==> src/rtl/alu_sequencer.sv <==
// ALU issue sequencer: accepts one op, walks the ALU through READ then WRITE, and returns its result.
// Latency: 3 cycles from accept to rsp_valid for a normal op, 1 cycle for divide-by-zero.
// Backpressure: one op in flight; req_ready is low until the response is taken with rsp_ready.
//
// Ports:
//   clk, rst_n                      clock (acts on posedge), async active-low reset
//   req_valid/req_ready/req_*       operation request handshake with mode and operands
//   rsp_valid/rsp_ready/rsp_*       result handshake with result and divide-by-zero error
//   flag_carry, flag_zero           architectural flags, written only by ADD/SUB/CMP
//   alu_a/alu_b/alu_mode/alu_control  drive the ALU's shared-bus interface
//   alu_out/alu_overflow/alu_zero   ALU results, valid while alu_control is REG_OP_WRITE

package alu_sequencer_pkg;

  typedef enum logic [3:0] {
    ALU_OP_ADD = 4'd0,
    ALU_OP_SUB = 4'd1,
    ALU_OP_MUL = 4'd2,
    ALU_OP_DIV = 4'd3,
    ALU_OP_AND = 4'd4,
    ALU_OP_OR  = 4'd5,
    ALU_OP_XOR = 4'd6,
    ALU_OP_NOT = 4'd7,
    ALU_OP_CMP = 4'd8
  } alu_op_t;

  typedef enum logic [1:0] {
    REG_OP_NONE  = 2'd0,
    REG_OP_READ  = 2'd1,
    REG_OP_WRITE = 2'd2
  } reg_op_t;

endpackage

module alu_sequencer
  import alu_sequencer_pkg::*;
#(
  parameter int WIDTH = 8
) (
  input  logic             clk,
  input  logic             rst_n,
  input  logic             req_valid,
  output logic             req_ready,
  input  alu_op_t          req_mode,
  input  logic [WIDTH-1:0] req_a,
  input  logic [WIDTH-1:0] req_b,
  output logic             rsp_valid,
  input  logic             rsp_ready,
  output logic [WIDTH-1:0] rsp_result,
  output logic             rsp_div0,
  output logic             flag_carry,
  output logic             flag_zero,
  output logic [WIDTH-1:0] alu_a,
  output logic [WIDTH-1:0] alu_b,
  output alu_op_t          alu_mode,
  output reg_op_t          alu_control,
  input  logic [WIDTH-1:0] alu_out,
  input  logic             alu_overflow,
  input  logic             alu_zero
);

  typedef enum logic [1:0] {
    IDLE = 2'd0,
    LOAD = 2'd1,
    EXEC = 2'd2,
    DONE = 2'd3
  } state_t;

  state_t state;

  // Only these modes produce meaningful ALU flag outputs; everything else leaves them floating.
  logic flags_defined;
  assign flags_defined = (alu_mode == ALU_OP_ADD) || (alu_mode == ALU_OP_SUB) ||
                         (alu_mode == ALU_OP_CMP);

  always_ff @(posedge clk or negedge rst_n) begin
    if (!rst_n) begin
      state       <= IDLE;
      req_ready   <= 1'b1;
      rsp_valid   <= 1'b0;
      rsp_result  <= '0;
      rsp_div0    <= 1'b0;
      flag_carry  <= 1'b0;
      flag_zero   <= 1'b0;
      alu_a       <= '0;
      alu_b       <= '0;
      alu_mode    <= ALU_OP_NOT;
      alu_control <= REG_OP_NONE;
    end else begin
      case (state)
        IDLE: begin
          if (req_valid) begin
            alu_a     <= req_a;
            alu_b     <= req_b;
            alu_mode  <= req_mode;
            req_ready <= 1'b0;
            // Divide-by-zero is answered locally; the ALU is never started for it.
            if (req_mode == ALU_OP_DIV && req_b == '0) begin
              rsp_result <= '1;
              rsp_div0   <= 1'b1;
              rsp_valid  <= 1'b1;
              state      <= DONE;
            end else begin
              alu_control <= REG_OP_READ;
              state       <= LOAD;
            end
          end
        end
        LOAD: begin
          // The ALU took the operands on the negedge inside LOAD; now let it drive the bus.
          alu_control <= REG_OP_WRITE;
          state       <= EXEC;
        end
        EXEC: begin
          alu_control <= REG_OP_NONE;
          rsp_result  <= alu_out;
          rsp_div0    <= 1'b0;
          rsp_valid   <= 1'b1;
          if (flags_defined) begin
            flag_carry <= alu_overflow;
            flag_zero  <= alu_zero;
          end
          state <= DONE;
        end
        DONE: begin
          if (rsp_ready) begin
            rsp_valid <= 1'b0;
            req_ready <= 1'b1;
            state     <= IDLE;
          end
        end
        default: begin
          alu_control <= REG_OP_NONE;
          rsp_valid   <= 1'b0;
          req_ready   <= 1'b1;
          state       <= IDLE;
        end
      endcase
    end
  end

endmodule

==> config.mk <==
export PLATFORM = sky130hd
export DESIGN_NAME = alu_sequencer
export DESIGN_NICKNAME = d
export VERILOG_FILES = /design/src/rtl/alu_sequencer.sv
export SDC_FILE = /design/constraint.sdc
export NUM_CORES = 1
export LEC_CHECK = 0
export ABC_AREA = 1
export CAP_MARGIN = 40
export CORE_MARGIN = 2
export CORE_UTILIZATION = 42
export DETAILED_ROUTE_END_ITERATION = 6
export MAX_ROUTING_LAYER = met4
export PLACE_DENSITY = 0.77
export SYNTH_ARGS = -nofsm -noshare
export SYNTH_HDL_FRONTEND = slang
export SYNTH_SLANG_ARGS = --single-unit
==> constraint.sdc <==
create_clock -name clk -period 1.7 [get_ports clk]
set_input_delay 0.34 -clock clk [delete_from_list [all_inputs] [get_ports clk]]
set_output_delay 0.34 -clock clk [all_outputs]
set_load 0.05 [all_outputs]
; Word-level counts from Yosys, hierarchy flattened
; Index checks and enable logic that the tools add are counted.
[word_totals]
ff_bits = 37
latch_bits = 0
ram_bits = 0
mem_bits_ro = 0
memories = 0
[classes]
n_addsub = 0
mul = 0
div_mod_pow = 0
order_cmp = 0
eq_ne = 10
shift = 0
n_mux = 18
bitwise = 0
n_reduce_logical = 17
[op_table]
columns = cell, n
row1 = $mux W8, 2
row2 = $pmux W8 S2, 1
row3 = $mux W2, 5
row4 = $reduce_and A3 Y1, 3
row5 = $logic_not A8 Y1, 1
row6 = $ne A2 B2 Y1 const B, 4
row7 = $pmux W2 S4, 1
row8 = $pmux W2 S3, 1
row9 = $reduce_and A2 Y1, 3
row10 = $reduce_bool A3 Y1, 2
row11 = $mux W1, 5
row12 = $eq A2 B2 Y1 const B, 2
row13 = $eq A4 B1 Y1 const B, 1
row14 = $eq A4 B2 Y1 const B, 1
row15 = $eq A4 B4 Y1 const B, 1
row16 = $logic_not A4 Y1, 1
row17 = $pmux W1 S2, 2
row18 = $reduce_and A4 Y1, 1
row19 = $reduce_bool A2 Y1, 2
row20 = $pmux W1 S3, 1
row21 = $eq A2 B1 Y1 const B, 1
row22 = $logic_not A2 Y1, 1
row23 = $logic_or A1 B1 Y1, 2
row24 = $logic_and A1 B1 Y1, 1

; Longest topological paths before layout
[depth]
ltp_word = 5
depth_mapped = 9
depth_no_buf = 9

; Worst setup path before layout
; OpenSTA, ideal clock, no wires.
[synth_timing]
path_type = reg-to-reg
from = register state[0]
to = register rsp_div0
setup_time_ns = 0.065
arrival_ns = 1.289
required_ns = 1.635
slack_ns = 0.346
stages_incl_launch_ff = 9
synth_period_minus_slack_ns = 1.354
path_cell_list = dfrtp_1 inv_1 ha_1 nand2_1 o21a_1 buf_4 nand2_2 nand2_1 nand2_1
[synth_between]
elab_chain_len = 3
[synth_lines]
columns = element, line_no
row1 = start: declaration, 69  ; state_t state;
row2 = start signal: assignment, 78  ; state <= IDLE;
row3 = start signal: assignment, 102  ; state <= DONE;
row4 = start signal: assignment, 105  ; state <= LOAD;
row5 = $eq A2 B2 Y1 / $logic_not A2 Y1 (equally long branches), 90  ; case (state)
row6 = $reduce_bool A2 Y1 (no source line) / $ne A2 B2 Y1 (equally long branches), --
row7 = $reduce_and A3 Y1 (no source line), --
row8 = end signal: assignment, 82  ; rsp_div0 <= 1'b0;
row9 = end signal: assignment, 100  ; rsp_div0 <= 1'b1;
row10 = end signal: assignment, 117  ; rsp_div0 <= 1'b0;
row11 = end: declaration, 50  ; output logic rsp_div0,
; Parallel ways exist; a longest one is shown, timed or not.
; A chain may end at the register's enable or synchronous reset.

; Worst setup path in the final report
[layout_timing]
from = register state[0]
to = register rsp_result[2]
[layout_between]
elab_chain_len = 3
[layout_lines]
columns = element, line_no
row1 = $eq A2 B2 Y1 / $logic_not A2 Y1 (equally long branches), 90
row2 = $reduce_bool A2 Y1 (no source line) / $ne A2 B2 Y1 (equally long branches), --
row3 = $reduce_and A3 Y1 (no source line), --
row4 = end signal: assignment, 116  ; rsp_result <= alu_out;
row5 = end: declaration, 49  ; output logic [WIDTH-1:0] rsp_result,
; Parallel ways exist; a longest one is shown, timed or not.

==> metrics.yaml <==
power:
  peakVddDrop_mv: 1.139
  p_leak_nw: 1.306
  p_per_area_nw_per_um2: 2378
cts:
  clkLatencyLatePin_ns: 0.29
  cts_buffers: 5
  htree_levels: 2
  cts_hold_buf: 0
  cts_tree: "yes"
  post-cts-setup-buffers: 0
  clock_sinks: 37
  cts.path.max_buffers: 2
  cts-resized-gates: 0
  cts_root_buffer: "clkbuf_8"
  clk_pin_slew_ns: 0.07
global_routing:
  track_usage_pct: 18.44
  grt_overflow_total: 0
  grt_pass1_wl_mm: 5.837
  grt_max_degree: 24
  antenna_found_initial: 0
  grt_pass1_vias: 1345
cells_and_area:
  area_growth_pct: 49.41
  nets: 314
  design_area_um2: 2516
  final_layout_size_suffix_gt1_share_pct: 23.55
  diodes: 0
  nFillCells: 361
  stdcell_count: 326
synth:
  synth.distinct_cells: 22
  ys_seq_area_share_pct: 55.27
  ys.flop_type: "dfrtp_1"
  syn-instance-count: 201
  synthTopCellsByCount: "89 x nand2_1, 33 x dfrtp_1, 18 x inv_1"
  synth_edf_count: 0
  synth_area_per_cell_um2: 8.379
  synth_top_cell_by_area: "dfrtp_1"
  netlist_area_um2: 1684
  netlist.area_leader.share_pct: 49.03
  ys_seq_elements: 37
  synth.most_common_cell: "nand2_1"
  ys_top_cells_by_area: "dfrtp_1 49%, nand2_1 20%, dfstp_2 6.2%"
  synth_warnings: 0
  async_reset_ff_share_pct: 100.0
  syn_nets: 240
sta:
  max_freq_mhz: 668.1
  hold_viol_final: 0
  relSlewSlack_pct: 66.54
  min_period_ns: 1.497
  worst_pin_slew_ns: 0.5019
  min_period_over_period_pct: 88.05
  clock-skew-final_ns: 0.005947
  rsz0062_at_grt: "false"
  setup_violations: 0
  slew_violations: 0
status:
  status: "finished clean"
floorplan:
  core_um2: 3943
  die_h_um: 67.32
  rows: 23
  fp.dieW_um: 67.32
  pin_count: 69
  dieArea_um2: 4532
  start_util_pct: 42.72
setup_path:
  crit_path_end_kind: "register"
  crit_required_ns: 1.88
  r2r_slack_ns: 0.20
  cp_max_fo: 10
  timing.rr.start: "state[0]$_DFFE_PN0P_"
  critical_path.startpoint_type: "register"
  reg2reg_depth: 6
  cp.arrival_ns: 1.67
  critical_path_class: "register to register"
  reg2reg_to: "rsp_result[2]$_DFFE_PN0P_"
hold_path:
  hp-class: "input pin to asynchronous set/reset pin"
detailed_routing:
  dr_total_vias: 1500
  drtPass1Iterations: 4
  drc: 0
  via_per_inst: 4.601
  ant_nets: 0
  wl_per_cell_um: 11.02
  wl_mm: 3.594
  drt_iter0_drc: 72
placement:
  gp_congestion: 0.8485
  placed_area_um2: 2396
  placed_cells: 318
  hpwlAfterDp_mm: 2.727
  io_buffers: 68
flow_run:
  max_cap_violations: 0
power breakdown:
group / switching, W / internal [W]
Clock: 0.000299 / 0.000477
Combinational: 0.00238 / 0.00121
Sequential: 0.000265 / 0.00136
worst max-delay path, cell delays in order (launching register included):
cell     delay [ns]
dfrtp_1        0.40
inv_1          0.13
ha_1           0.24
inv_1          0.16
or2_2          0.32
nand3_1        0.10
nand2_1        0.06
cell type report:
cell class                 count  area [um2]  area share, %
clock buffer                   6       82.58          3.282
tap                           50       62.56          2.486
timing repair buffer          73       688.2          27.35
sequential                    37       930.9          37.00
multi-input combinational    140       646.9          25.71
inverter                      18       67.56          2.685
clock inverter                 2       37.54          1.492
placed cells by master (no fill, tap or decap):
cell type,netlist,layout
clkbuf_8,0,6
nor2_2,1,1
a31oi_1,1,1
a22oi_1,1,1
bufinv_16,0,1
dfrtp_1,33,33
o21ai_0,9,9
nand3b_1,1,1
o21a_1,1,1
ha_1,5,5
nand3_1,13,13
a21oi_1,2,2
buf_2,1,1
or2_2,8,8
nand4_1,1,1
nand2_1,89,89
nor3_1,1,1
clkinvlp_4,0,1
buf_12,0,5
buf_4,2,35
nand2_2,3,3
nor2_1,4,4
dfstp_2,4,4
clkdlybuf4s50_1,0,32
inv_1,18,18
metrics by stage:
step	hold slack, ns	power (W)	util [%]	TNS, ns	setup slack, ns
floorplan	0.04441	0.004082	-	0	0.3459
global placement	0.3463	0.005190	60.77	-0.1156	-0.01487
detailed placement	0.3459	0.005251	60.77	-0.3427	-0.05409
CTS	0.02746	0.006057	63.82	0	0.1782
global route	0.03620	0.006422	63.82	0	0.06600
finish	0.01606	0.005983	63.82	0	0.2031
worst max-delay path by stage:
| stage | to | depth (start not counted) | slack (ns) | from |
|---|---|---|---|---|
| floorplan | rsp_div0$_DFFE_PN0P_ | 8 | 0.35 | state[0]$_DFFE_PN0P_ |
| global placement | rsp_result[7]$_DFFE_PN0P_ | 9 | -0.01 | req_b[3] |
| detailed placement | rsp_result[3]$_DFFE_PN0P_ | 9 | -0.05 | req_b[3] |
| CTS | rsp_result[2]$_DFFE_PN0P_ | 6 | 0.18 | state[0]$_DFFE_PN0P_ |
| global route | rsp_result[2]$_DFFE_PN0P_ | 6 | 0.07 | state[0]$_DFFE_PN0P_ |
| finish | rsp_result[2]$_DFFE_PN0P_ | 6 | 0.20 | state[0]$_DFFE_PN0P_ |
cells by family (layout without fill, tap and decap cells):
| kind of cell | Yosys count | after routing | share of synthesized area [%] |
|---|---|---|---|
| flip-flops | 37 | 37 | 55.27 |
| adder cells (fa/ha/maj) | 5 | 5 | 3.715 |
| AO/OA/AOI/OAI | 14 | 14 | 4.532 |
| AND/OR/NAND/NOR | 121 | 121 | 30.16 |
| buffers and inverters | 24 | 99 | 6.314 |
metal layers:
layer | track usage [%] | part of all wire [%]
met5 | - | 0
met4 | 9.184 | 2.4
met3 | 7.000 | 7.6
met2 | 29.21 | 48
met1 | 20.36 | 42
state kept, by name (all words and copies together) (netlist names):
| signal | count |
|---|---|
| rsp_result | 8 |
| alu_mode | 4 |
| flag_zero | 1 |
| rsp_valid | 1 |
| rsp_div0 | 1 |
| req_ready | 1 |
| state | 2 |
| alu_control | 2 |
| flag_carry | 1 |
| alu_a | 8 |
| alu_b | 8 |
Power figures use the tool's default switching activity.
